[config.mk]
export PLATFORM = sky130hd
export DESIGN_NAME = if_stage
export DESIGN_NICKNAME = d
export VERILOG_FILES = /design/src/rtl/if_stage.sv
export SDC_FILE = /design/constraint.sdc
export NUM_CORES = 1
export LEC_CHECK = 0
export CAP_MARGIN = 10
export CELL_PAD_IN_SITES_DETAIL_PLACEMENT = 1
export CELL_PAD_IN_SITES_GLOBAL_PLACEMENT = 1
export CORE_MARGIN = 8
export CORE_UTILIZATION = 36
export CTS_BUF_LIST = sky130_fd_sc_hd__clkbuf_8
export CTS_CLUSTER_SIZE = 30
export DETAILED_ROUTE_END_ITERATION = 6
export PLACE_DENSITY = 0.94
export SYNTH_ARGS = -nofsm -noshare
export SYNTH_HDL_FRONTEND = slang
export SYNTH_SLANG_ARGS = --single-unit
[constraint.sdc]
create_clock -name clk -period 3.5 [get_ports clk]
set_input_delay 0.7 -clock clk [delete_from_list [all_inputs] [get_ports clk]]
set_output_delay 0.7 -clock clk [all_outputs]
set_load 0.01 [all_outputs]
[src/rtl/if_stage.sv]
// if_stage: instruction fetch; owns the PC, drives the ROM address, and loads the IF/ID register
// Ports: clk, reset (sync, active-high), Stall, Redirect/RedirectPC in; InstAddr out to the ROM,
// InstIn back from it; IFID_Inst/IFID_PC/IFID_PCPlus4/IFID_Valid out. The IF_EXC_EN macro adds
// the IRQ input and the ExcPC output.
module if_stage #(
  parameter logic [31:0] RESET_PC = 32'h00400000,
  parameter logic [31:0] NOP_INST = 32'h00000000
`ifdef IF_EXC_EN
  , parameter logic [31:0] EXC_VECTOR = 32'h80000004
`endif
) (
  input  logic        clk,
  input  logic        reset,
  input  logic        Stall,
  input  logic        Redirect,
  input  logic [31:0] RedirectPC,
`ifdef IF_EXC_EN
  input  logic        IRQ,
  output logic [31:0] ExcPC,
`endif
  output logic [31:0] InstAddr,
  input  logic [31:0] InstIn,
  output logic [31:0] IFID_Inst,
  output logic [31:0] IFID_PC,
  output logic [31:0] IFID_PCPlus4,
  output logic        IFID_Valid
);
  logic [31:0] pc, pc_plus4, target;
  logic irq;
`ifdef IF_EXC_EN
  localparam logic [31:0] IRQ_PC = EXC_VECTOR;
  assign irq = IRQ;
`else
  localparam logic [31:0] IRQ_PC = RESET_PC;
  assign irq = 1'b0;
`endif
  assign InstAddr = pc;
  assign pc_plus4 = pc + 32'd4;
  // Fetch addresses are word aligned, so the redirect target drops its low two bits.
  assign target = RedirectPC & ~32'h3;
  always_ff @(posedge clk) begin
    if (reset) begin
      pc <= RESET_PC;
      IFID_Inst <= NOP_INST;
      IFID_PC <= '0;
      IFID_PCPlus4 <= '0;
      IFID_Valid <= 1'b0;
    end else if (irq || Redirect) begin
      pc <= irq ? IRQ_PC : target;
      IFID_Inst <= NOP_INST;
      IFID_PC <= '0;
      IFID_PCPlus4 <= '0;
      IFID_Valid <= 1'b0;
    end else if (!Stall) begin
      pc <= pc_plus4;
      IFID_Inst <= InstIn;
      IFID_PC <= pc;
      IFID_PCPlus4 <= pc_plus4;
      IFID_Valid <= 1'b1;
    end
  end
`ifdef IF_EXC_EN
  // The resume point is whatever would have entered IF/ID next: the redirect target when one is pending.
  always_ff @(posedge clk) begin
    if (reset) ExcPC <= '0;
    else if (IRQ) ExcPC <= Redirect ? target : pc;
  end
`endif
endmodule

Word level (Yosys, flattened, before mapping)

Cells that the tools add are included.
W data, S select, Z words.

Add/subtract/negate cells: 1
Eq/ne operators: 1
Muxes and demuxes: 2
Reductions and logical operators: 1

Operator list:

| operator                | count |
|---|---|
| $mux W32                | 2 |
| $add A32 B3 Y32 const B | 1 |
| $ne A2 B1 Y1 const B    | 1 |
| $reduce_or A2 Y1        | 1 |

Flip-flop bits (word level): 129
Bits of input ports: 68
Output and inout bits: 129
Word-level logic and storage cells: 11

Longest topological paths before layout

Word-level depth: 3
Mapped depth: 7
Depth with buffers taken out: 6

Worst setup path after synthesis

No wires, ideal clock.

Kind: input to register
Start: input port Stall
End: register IFID_Inst[23]
Setup time: 128 ps
Arrival: 2,004 ps
Setup slack: 1,369 ps
Stages: 6
Path buffers: 4
Path through: clkbuf_1 buf_2 buf_2 buf_2 mux2i_1 nor2_1

RTL lines:

| what                 | line | RTL |
|---|---|---|
| start, declared      | 14   | `input logic Stall,` |
| end signal, assigned | 56   | `IFID_Inst <= InstIn;` |
| end, declared        | 23   | `output logic [31:0] IFID_Inst,` |

Worst setup path after layout

Start: register pc[13], in the netlist InstAddr[13]
End: register pc[26], in the netlist InstAddr[26]

Cells in the longest elaborated chain, start to end: 3

RTL lines:

| what                   | line | RTL |
|---|---|---|
| start, declared        | 28   | `logic [31:0] pc, pc_plus4, target;` |
| start signal, assigned | 49   | `pc <= irq ? IRQ_PC : target;` |
| start signal, assigned | 55   | `pc <= pc_plus4;` |
| $add A32 B3 Y32        | 38   | `assign pc_plus4 = pc + 32'd4;` |
| $mux W32               | 54   | `end else if (!Stall) begin` |
| $mux W32               | 48   | `end else if (irq \|\| Redirect) begin` |

No other way between the ends. The select of a mux whose other input is x is not followed.
A chain may end at the register's enable or synchronous reset.

==> impl_metrics.py <==
metrics = {
    "final_layout": {
        "fin_area_um2": 7870,
        "layout-drive-gt1-share": 0.0781,
        "nets": 850,
        "syn_to_final_growth_pct": 44.4,
        "n_antenna_cell": 0,
        "utilization": 0.526,
        "fillers": 1715,
    },
    "logic_synthesis": {
        "synth_compound_area_frac": 0.0973,
        "muxShareOfSynthArea": 0.116,
        "synth_edf_count": 0,
        "synthSimpleGateAreaFrac": 0.194,
        "synth_largest_area_cell": "dfxtp_1",
        "yosysTopAreaCellShare": 0.452,
        "synth_seq_cells": 123,
        "synth_top_family_by_area": "simple AND/OR/NAND/NOR gates",
        "synth_xor_area_frac": 0.0836,
        "yosys.area_share.adder": 0.00230,
        "yosysWarnings": 0,
        "syn_inst": 609,
        "synth_cell_type_count": 49,
        "syn_area_per_cell_um2": 8.95,
        "synth-seq-area-share": 0.452,
        "synth.cell_area_um2": 5450,
        "async_flop_share": 0,
        "yosys_most_used_dff": "dfxtp_1",
        "yosys-top-cells-area": "dfxtp_1 45%, mux2i_1 12%, nor2_1 7.3%, xor2_1 4.7%, xnor2_1 3.7%",
    },
    "detailed_routing": {
        "wl_per_cell_um": 19.0,
        "drt.antenna.violating_nets": 0,
        "drcViolationCount": 0,
        "first_pass_iters": 4,
        "routed_wl_um": 18600,
        "via_per_inst": 5.07,
        "via_count": 4976,
        "drt_iter0_drc": 240,
    },
    "worst_setup_path": {
        "max_stage_delay_ns": 0.80,
        "cp_max_fo": 12,
        "startpoint_type": "flip-flop",
        "ff2ff_setup_slack_ns": 0.96,
        "ff2ff_path_depth": 5,
        "worstPathRequired_ns": 3.86,
        "cp-end-kind": "flip-flop",
        "worstPathArrival_ns": 2.90,
        "slowest_stage": "nor4_2",
        "reg2reg_from": "InstAddr[13]$_SDFFE_PP0P_",
        "critPathKind": "reg -> reg",
        "setup.worst_path.start": "InstAddr[13]$_SDFFE_PP0P_",
        "cp_cell_sequence": "nand4_2 > nor4_2 > nand4_1 > xor2_1 > a211oi_1",
        "regToRegEndpoint": "InstAddr[26]$_SDFFE_PP0P_",
    },
    "cts": {
        "cts_setup_buffers": 0,
        "cts_resized": 0,
        "cts.path.max_buffers": 2,
        "path_clk_slew_ns": 0.07,
        "numCtsBuffers": 17,
        "h-tree-depth": 4,
        "root_buffer": "clkbuf_8",
        "cts_tree": "yes",
        "worstSkewPairLatency_ns": 0.44,
        "cts_hold_buf": 0,
        "cts_sinks": 123,
    },
    "status": {
        "outcome": "finished clean",
    },
    "sta": {
        "period_needed_ns": 2.54,
        "fmax_mhz": 394,
        "post-route-period-util": 0.726,
        "hold_viol_final": 0,
        "rsz0062_at_grt": "no",
        "setup_viol": 0,
        "skew_ns": 0.00887,
        "setup_tns_ns": 0,
        "finalMaxSlewViolations": 0,
        "fin_ws_ns": 0.960,
        "worst_pin_slew_ns": 0.832,
        "slew_headroom": 0.443,
    },
    "grt": {
        "grt_pass1_wl_um": 29700,
        "grt_usage": 0.194,
        "antenna_found_initial": 1,
        "grt_max_degree": 48,
        "overflow": 0,
        "grt_pass1_vias": 5378,
    },
    "place": {
        "dp.final_hpwl_um": 13500,
        "io_buffers": 188,
        "place_congestion": 0.752,
        "dpl-instance-area_um2": 7440,
        "post-place-ws_ns": 0.754,
    },
    "floorplanning": {
        "fp.dieW_um": 139,
        "core-area_um2": 15000,
        "rows": 45,
        "dieArea_um2": 19300,
        "initial_core_util": 0.364,
        "io_pins": 197,
        "die_h_um": 139,
    },
    "worst_hold_path": {
        "whs_endpoint": "IFID_Valid$_SDFFE_PP0N_",
        "hold_class": "reg -> reg",
        "min_from": "IFID_Valid$_SDFFE_PP0N_",
        "hold_depth": 1,
    },
    "pwr": {
        "power_density_nw_per_um2": 427,
        "power_leakage_nw": 2.96,
        "irDropWorstVdd_mv": 0.350,
    },
    "job": {
        "drv_cap": 0,
    },
}
kinds of logic (layout without fill, tap and decap cells):
logic type,count (synthesis),count (layout)
AND/OR/NAND/NOR,216,216
other,1,6
buffers and inverters,65,245
XOR/XNOR,52,52
multiplexers,63,63
adder cells (fa/ha/maj),1,1
AO/OA/AOI/OAI,88,88
flip-flops,123,123
cell usage after synthesis (all sizes together), types with 2 or more instances:
cell and count:
dfxtp 123, nor3 8, clkbuf 21, nand2 38, nor2 107, a21oi 40, nand4 20, and3 3
a211oi 16, xnor2 23, and4 2, nand3 15, xor2 29, a2111oi 2, o21a 4, buf 33
inv 9, nor4 10, o21ai 19, mux2i 63, nor2b 4, clkinv 2, o21ba 2
routing by layer:
| layer | up-vias | global-route usage | wire (um) |
|---|---|---|---|
| met5 | - | 0 | 13 |
| met4 | 2 | 0.0612 | 263 |
| met3 | 21 | 0.0682 | 1050 |
| met2 | 119 | 0.350 | 9760 |
| met1 | 2422 | 0.208 | 7550 |
| li1 | 2412 | - | - |
power breakdown:
group	internal, mW	total [mW]	switching [mW]
Sequential	1.45	1.52	0.0699
Clock	0.805	1.39	0.589
Combinational	0.240	0.443	0.203
Total	2.50	3.36	0.861
worst max path at each step:
stage,end,slack [ns],depth (start not counted)
floorplan,IFID_Inst[23]$_SDFFE_PP0N_,1.37,6
global placement,InstAddr[7]$_SDFFE_PP0P_,0.84,5
detailed placement,InstAddr[16]$_SDFFE_PP0P_,0.75,4
CTS,InstAddr[26]$_SDFFE_PP0P_,1.0,5
global route,IFID_PCPlus4[31]$_SDFFE_PP0N_,0.76,5
finish,InstAddr[26]$_SDFFE_PP0P_,0.96,5
placed cells by master, fill, tap and decap left out, drive strengths merged, types with 6 or more instances in the layout:
| master | instances |
|---|---|
| clkdlybuf4s50 | 187 |
| a21oi | 40 |
| xor2 | 29 |
| mux2i | 63 |
| o21ai | 19 |
| nor2 | 107 |
| xnor2 | 23 |
| clkinv | 6 |
| nor4 | 10 |
| buf | 15 |
| conb | 6 |
| clkbuf | 19 |
| nand3 | 15 |
| inv | 10 |
| a211oi | 16 |
| nand4 | 20 |
| dfxtp | 123 |
| nand2 | 38 |
| nor3 | 8 |
final cells by class:
type	count	area (um^2)	area share
multi-input cells	426	2710	0.345
clock inverters	13	174	0.0221
flip-flops and latches	123	2460	0.313
repair buffers	202	1980	0.252
clock buffers	19	262	0.0332
well taps	188	235	0.0299
inverters	11	41.3	0.00525
worst max-delay path, delay by kind of cell, from the launching register on:
family / cells / cell delay, ns
AND/OR/NAND/NOR: 3 / 1.35
flip-flops: 1 / 0.64
AO/OA/AOI/OAI: 1 / 0.26
XOR/XNOR: 1 / 0.20
state kept, by name, indices dropped and copies added, names as in the netlist:
register	cells
IFID_Valid	1
IFID_PC	30
IFID_Inst	32
IFID_PCPlus4	30
InstAddr	30
through the flow:
stage	power (mW)	cells	hold WS [ns]
2_1_floorplan	1.76	614	0.486
3_3_place_gp	1.98	950	0.437
3_5_place_dp	2.00	950	0.448
4_1_cts	3.40	982	0.465
5_1_grt	3.50	982	0.485
6_report	3.36	982	0.458
Power figures use the tool's default switching activity.
